===== src/rtl/l2_arbiter_ctrl.sv =====
// Two-core L2 request arbiter/sequencer: grants one core, runs L2 lookup, dmem fetch + fill on load miss.
// Latency: store/load hit ack 2 cycles after grant edge, load miss 3+k; define L2_ARB_FIXED_PRIO_EN for fixed priority.
// Backpressure: requests are level-held until ack; non-granted core waits, dmem wait is unbounded.
module l2_arbiter_ctrl #(
   parameter logic [6:0] LOAD_OP  = 7'b0000011,
   parameter logic [6:0] STORE_OP = 7'b0100011
) (
   input  logic        clk,
   input  logic        reset,
   input  logic        req0,
   input  logic [6:0]  opcode0,
   input  logic [31:0] addr0,
   input  logic [31:0] wdata0,
   output logic        ack0,
   output logic [31:0] rdata0,
   input  logic        req1,
   input  logic [6:0]  opcode1,
   input  logic [31:0] addr1,
   input  logic [31:0] wdata1,
   output logic        ack1,
   output logic [31:0] rdata1,
   output logic [6:0]  l2_opcode,
   output logic [31:0] l2_bus_address,
   output logic [31:0] l2_bus_data,
   output logic [31:0] l2_data_from_dmem,
   input  logic [1:0]  l2_hit,
   input  logic [31:0] l2_rdata,
   output logic        dmem_rd_en,
   output logic [31:0] dmem_address,
   input  logic [31:0] dmem_rdata,
   input  logic        dmem_valid,
   output logic        busy,
   output logic        grant_id
);

   localparam logic [2:0] IDLE    = 3'd0;
   localparam logic [2:0] LOOKUP  = 3'd1;
   localparam logic [2:0] DMEM_RD = 3'd2;
   localparam logic [2:0] FILL    = 3'd3;
   localparam logic [2:0] DONE    = 3'd4;

   logic [2:0]  state;
   logic [6:0]  lat_op;
   logic [31:0] lat_addr;
   logic [31:0] lat_wdata;
   logic [31:0] cap_dat;
   logic        win;
   logic        is_load;
   logic        is_store;
   logic        fin_en;
   logic [31:0] fin_dat;

   assign is_load  = (lat_op == LOAD_OP);
   assign is_store = (lat_op == STORE_OP);

`ifdef L2_ARB_FIXED_PRIO_EN
   assign win = ~req0;
`else
   logic last_grant;
   assign win = (req0 & req1) ? ~last_grant : req1;
`endif

   // Data returned to the core is known either in LOOKUP (hit/store/other) or in FILL (miss)
   always_comb begin
      fin_en  = 1'b0;
      fin_dat = cap_dat;
      if (state == LOOKUP) begin
         if (!is_load) begin
            fin_en  = 1'b1;
            fin_dat = 32'h0;
         end else if (l2_hit == 2'b10) begin
            fin_en  = 1'b1;
            fin_dat = l2_rdata;
         end
      end else if (state == FILL) begin
         fin_en = 1'b1;
      end
   end

   always_ff @(posedge clk) begin
      if (reset) begin
         state     <= IDLE;
         grant_id  <= 1'b0;
         lat_op    <= 7'h0;
         lat_addr  <= 32'h0;
         lat_wdata <= 32'h0;
         cap_dat   <= 32'h0;
         rdata0    <= 32'h0;
         rdata1    <= 32'h0;
`ifndef L2_ARB_FIXED_PRIO_EN
         last_grant <= 1'b1;
`endif
      end else begin
         if (fin_en) begin
            cap_dat <= fin_dat;
            if (grant_id) rdata1 <= fin_dat;
            else          rdata0 <= fin_dat;
         end
         case (state)
            IDLE: if (req0 | req1) begin
               grant_id  <= win;
`ifndef L2_ARB_FIXED_PRIO_EN
               last_grant <= win;
`endif
               lat_op    <= win ? opcode1 : opcode0;
               lat_addr  <= win ? addr1   : addr0;
               lat_wdata <= win ? wdata1  : wdata0;
               state     <= LOOKUP;
            end
            LOOKUP:  state <= (is_load && l2_hit != 2'b10) ? DMEM_RD : DONE;
            DMEM_RD: if (dmem_valid) begin
               cap_dat <= dmem_rdata;
               state   <= FILL;
            end
            FILL:    state <= DONE;
            DONE:    state <= IDLE;
            default: state <= IDLE;
         endcase
      end
   end

   // All outputs below decode only from state and registers
   always_comb begin
      l2_opcode         = 7'h0;
      l2_bus_address    = 32'h0;
      l2_bus_data       = 32'h0;
      l2_data_from_dmem = 32'h0;
      dmem_rd_en        = 1'b0;
      dmem_address      = 32'h0;
      case (state)
         LOOKUP: begin
            l2_opcode      = (is_load | is_store) ? lat_op : 7'h0;
            l2_bus_address = lat_addr;
            l2_bus_data    = lat_wdata;
         end
         DMEM_RD: begin
            dmem_rd_en   = 1'b1;
            dmem_address = lat_addr;
         end
         FILL: begin
            l2_opcode         = LOAD_OP;
            l2_bus_address    = lat_addr;
            l2_data_from_dmem = cap_dat;
         end
         default: ;
      endcase
   end

   assign ack0 = (state == DONE) && !grant_id;
   assign ack1 = (state == DONE) &&  grant_id;
   assign busy = (state != IDLE);

endmodule


===== config.mk =====
export PLATFORM = sky130hd
export DESIGN_NAME = l2_arbiter_ctrl
export DESIGN_NICKNAME = d
export VERILOG_FILES = /design/src/rtl/l2_arbiter_ctrl.sv
export SDC_FILE = /design/constraint.sdc
export NUM_CORES = 1
export LEC_CHECK = 0
export BUFFER_PORTS_ARGS = -buffer_cell sky130_fd_sc_hd__buf_4
export CORE_AREA = 2 2 161 163
export CTS_CLUSTER_DIAMETER = 100
export DETAILED_ROUTE_END_ITERATION = 10
export DIE_AREA = 0 0 163 165
export PLACE_DENSITY = 0.6
export SLEW_MARGIN = 20
export SYNTH_ARGS = -nofsm -noshare
export SYNTH_HDL_FRONTEND = slang
export SYNTH_SLANG_ARGS = --single-unit

===== constraint.sdc =====
create_clock -name clk -period 3.88 [get_ports clk]
set_input_delay 0.582 -clock clk [delete_from_list [all_inputs] [get_ports clk]]
set_output_delay 0.582 -clock clk [all_outputs]
set_load 0.01 [all_outputs]

Word-level counts from Yosys, hierarchy flattened
Index checks and enable logic that the tools add are counted.
{"block": "totals", "reg_bits": 172, "out_inout_bits": 204, "elab_cells": 60}
{"block": "op_classes", "reduce_logical": 11, "n_mux": 25, "eq_ne": 10, "bitwise": 5}
{"cell": "32-bit 2-to-1 mux", "n": 12}
{"cell": "7-bit 2-to-1 mux", "n": 2}
{"cell": "7-bit one-hot mux with 2 select lines", "n": 1}
{"cell": "3-bit one-hot mux with 4 select lines", "n": 1}
{"cell": "3-bit 2-to-1 mux", "n": 3}
{"cell": "2-bit AND reduction", "n": 4}
{"cell": "7-bit by 2-bit equality test with 1-bit output, second input constant", "n": 1}
{"cell": "7-bit by 6-bit equality test with 1-bit output, second input constant", "n": 1}
{"cell": "3-bit by 2-bit equality test with 1-bit output, second input constant", "n": 2}
{"cell": "1-bit 2-to-1 mux", "n": 6}
{"cell": "2-bit inequality test, second input constant", "n": 3}
{"cell": "3-bit by 1-bit equality test with 1-bit output, second input constant", "n": 1}
{"cell": "3-bit equality test, second input constant", "n": 1}
{"cell": "1-bit logical AND", "n": 3}
{"cell": "3-bit zero test", "n": 1}
{"cell": "3-bit nonzero test", "n": 1}
{"cell": "2-bit equality test, second input constant", "n": 1}
{"cell": "1-bit NOT", "n": 2}
{"cell": "1-bit OR", "n": 2}
{"cell": "2-bit OR reduction", "n": 1}
{"cell": "1-bit bitwise AND", "n": 1}
{"cell": "1-bit zero test", "n": 1}

Logic depth before layout (Yosys ltp)
{"block": "depth", "word_depth": 7, "ltp_mapped": 6, "ltp_nobuf": 4}

Least setup slack after synthesis
No wires, ideal clock.
{"block": "synth_timing", "path_kind": "register -> output", "startpoint": "register state[0]", "endpoint": "output port l2_bus_data[10]", "setup_slack_ps": 1755, "path_stages_with_launch": 6, "required_ps": 3298, "arrival_ps": 1543, "path_cell_list": "dfxtp_1 > nor3b_1 > buf_2 > clkbuf_1 > clkbuf_1 > and2_1"}
{"block": "synth_between", "elab_chain_len": 2}
{"element": "start: declaration", "line_no": "42", "rtl": "logic [2:0] state;"}
{"element": "start signal: assignment", "line_no": "110", "rtl": "LOOKUP: state <= (is_load && l2_hit != 2'b10) ? DMEM_RD : DONE;"}
{"element": "3-bit by 1-bit equality test with 1-bit output", "line_no": "130", "rtl": "case (state)"}
{"element": "32-bit 2-to-1 mux", "line_no": "130"}
{"element": "end: declaration", "line_no": "24", "rtl": "output logic [31:0] l2_bus_data,"}
No other way between the ends.

Worst setup path after layout
{"block": "layout_timing", "startpoint": "register state[0]", "endpoint": "output port l2_data_from_dmem[4]"}
{"block": "layout_between", "elab_chain_len": 2}
{"element": "3-bit by 2-bit equality test with 1-bit output", "line_no": "130"}
{"element": "32-bit 2-to-1 mux", "line_no": "130"}
{"element": "end: declaration", "line_no": "25", "rtl": "output logic [31:0] l2_data_from_dmem,"}
No other way between the ends.

==> flow_metrics.py <==
metrics = {
    "floorplan": {
        "coreArea_mm2": 0.0250,
        "dieArea_mm2": 0.0269,
        "rows": 58,
        "die_h_um": 165,
        "fp.dieW_um": 163,
        "ios": 417,
        "start_util_pct": 32.0,
    },
    "finish": {
        "area_delta_synth_final_pct": 49.1,
        "mostFrequentLayoutCell": "buf_4",
        "finalNonFillerCells": 1571,
        "layout_common_cells": "buf_4 (425), dfxtp_1 (172), and2_1 (128)",
        "drive_gt1_share_pct": 38.4,
        "fin_nets": 1441,
        "fill_cells": 2451,
        "insertedDiodeCount": 0,
    },
    "cts": {
        "root_buffer": "clkbuf_16",
        "cts_buffers": 17,
        "post_cts_buffers": 0,
        "cts_tree": "yes",
        "ctsHoldBuffers": 0,
        "cts.htree.levels": 4,
        "clk_pin_slew_ns": 0.07,
        "cts_resized": 0,
        "clock_latency_ns": 0.43,
        "clockBufferDepth": 2,
        "cts_sinks": 172,
    },
    "sta": {
        "setup_violations": 0,
        "slew-limit-headroom_pct": 25.6,
        "fin_crit_sh_pct": 74.0,
        "fin_setup_tns_ns": 0,
        "rsz0062_at_grt": "no",
        "slew_violations": 0,
        "fin_skew_ns": 0.0149,
        "tightest_slew_ns": 1.11,
        "finalCriticalPeriod_ns": 2.87,
        "clock.fmax_mhz": 348,
        "setup_slack_ns": 1.01,
        "finalHoldViolations": 0,
    },
    "synth": {
        "synth_cell_types": 37,
        "synth-xor-area-share_pct": 0,
        "synthSimpleGateAreaFrac_pct": 20.1,
        "ys.warnings.count": 0,
        "synthCells": 870,
        "synth_edf_count": 0,
        "synth_seq_cells": 172,
        "postSynthAreaPerCell_um2": 9.22,
        "synth_seq_area_share_pct": 42.9,
        "synth-adder-area-share_pct": 0,
        "synth_top_family_by_area": "compound AO/OA/AOI/OAI gates",
        "synth_compound_area_share_pct": 22.8,
        "muxShareOfSynthArea_pct": 8.86,
        "async_flop_share_pct": 0,
        "syn_area_mm2": 0.00802,
        "synth-main-ff-cell": "dfxtp_1",
    },
    "flow_run": {
        "cap_violations": 0,
    },
    "routing": {
        "firstDrtPassIters": 5,
        "drc": 0,
        "wirelength_mm": 31.1,
        "wl_per_cell_um": 19.8,
        "ant_nets": 0,
        "drtIter0Drc": 701,
        "vias": 7979,
        "drt-vias-per-instance": 5.08,
    },
    "critical_path": {
        "cp-start-kind": "register",
        "r2r-start": "state[0]",
        "worstRegToRegCells": 6,
        "r2r_end": "cap_dat[12]",
        "worst_ep_arrival_time_ns": 2.29,
        "critPathKind": "reg2out",
        "timing.reg2reg.setup_slack_ns": 1.09,
        "critPathRequiredTime_ns": 3.30,
        "end_kind": "output port",
        "path_max_fanout": 51,
    },
    "min_path": {
        "hold_path_startpoint": "dmem_rdata[28]",
        "hold_path_class": "in2reg",
        "whs_endpoint": "cap_dat[28]",
        "hold_depth": 3,
    },
    "power_and_ir_drop": {
        "peakVddDrop_mv": 0.273,
        "p_leak_uw": 0.00554,
        "p_per_area_mw_per_mm2": 373,
    },
    "grt": {
        "grt.total_usage_pct": 22.0,
        "grt-ovfl-total": 0,
        "grt_pass1_vias": 7656,
        "grt_max_degree": 144,
        "antenna_found_initial": 0,
        "grt_pass1_wl_mm": 45.2,
    },
    "placed_design": {
        "portBuffers": 412,
        "gp_congestion": 0.827,
        "pre_cts_slack_ns": 1.10,
        "placedCellCount": 1539,
        "post-dp-hpwl_mm": 22.0,
    },
    "run_status": {
        "status": "finished, final reports clean",
    },
}
-- worst max-delay path, stage by stage (launching register included) --
cell	delay (ns)
dfxtp_1	0.45
nor2b_4	0.48
buf_4	0.52
and3_1	0.27
buf_4	0.13
-- logic make-up after synthesis --
| kind of cell | after synthesis |
|---|---|
| compound gates | 243 |
| simple gates | 291 |
| buf+inv | 92 |
| other cells | 1 |
| mux | 71 |
| flops | 172 |
-- layer usage --
layer / track usage [%] / part of all wire [%] / routed length, um
met1: 27.3 / 40 / 12500
met4: 6.48 / 2.0 / 628
met3: 5.50 / 7.7 / 2400
met5: 0 / 0 / 0
met2: 37.8 / 50 / 15600
-- sequential cells by signal (all words and copies together), names as in the netlist --
name and flops:
cap_dat 32, lat_addr 32, lat_wdata 32, rdata0 32, rdata1 32, lat_op 7, state 3, grant_id 1
last_grant 1
-- synthesized netlist by cell type (all sizes together), types with 2 or more instances --
cell type	n	share of area (%)
a211oi	71	6.6
a21oi	37	2.4
a221o	32	4.0
a22o	64	7.0
and2	128	10
and3	33	2.6
buf	35	2.5
clkbuf	56	2.6
dfxtp	172	43
mux2i	71	8.9
nand2	3	0.14
nand3	32	2.0
nand4bb	2	0.28
nor2	78	3.7
nor2b	2	0.16
nor3	3	0.19
nor3b	3	0.42
o21a	3	0.28
o21ai	32	2.0
or3	2	0.22
-- how the worst max path moves through the flow --
| stage | from | end | slack [ns] | cells after the start |
|---|---|---|---|---|
| 2_1_floorplan | state[0] | l2_bus_data[10] | 1.75 | 5 |
| 4_1_cts | state[0] | l2_data_from_dmem[3] | 0.97 | 4 |
| 5_1_grt | state[0] | l2_data_from_dmem[27] | 0.89 | 4 |
| 3_5_place_dp | state[0] | cap_dat[19] | 1.10 | 6 |
| 3_3_place_gp | state[0] | cap_dat[14] | 1.18 | 6 |
| 6_report | state[0] | l2_data_from_dmem[4] | 1.01 | 4 |
-- stage by stage --
step | util (%) | total power (uW) | instance area, um^2 | hold WS, ns
2_1_floorplan | - | 2370 | 8030 | 0.432
3_3_place_gp | 45.3 | 2730 | 11300 | 0.464
3_5_place_dp | 45.3 | 2740 | 11300 | 0.470
4_1_cts | 47.7 | 4510 | 11900 | 0.427
5_1_grt | 47.8 | 4650 | 12000 | 0.435
6_report | 47.8 | 4460 | 12000 | 0.445
-- area by class of cell --
class,count,area (um^2),area share (%)
Clock buffer,18,439,3.67
Clock inverter,14,169,1.41
Inverter,1,3.75,0.0314
Multi-Input combinational cell,609,4260,35.6
Sequential cell,172,3440,28.8
Tap cell,330,413,3.45
Timing Repair Buffer,427,3230,27.0
-- power breakdown --
| part | leakage [uW] | switching, uW | internal, uW | total [uW] |
|---|---|---|---|---|
| clock network | 0.000299 | 823 | 941 | 1760 |
| registers | 0.00141 | 61.8 | 1860 | 1930 |
| logic | 0.00383 | 422 | 351 | 773 |
| total | 0.00554 | 1310 | 3160 | 4460 |
Note: power is estimated with default switching activity, not from simulation.
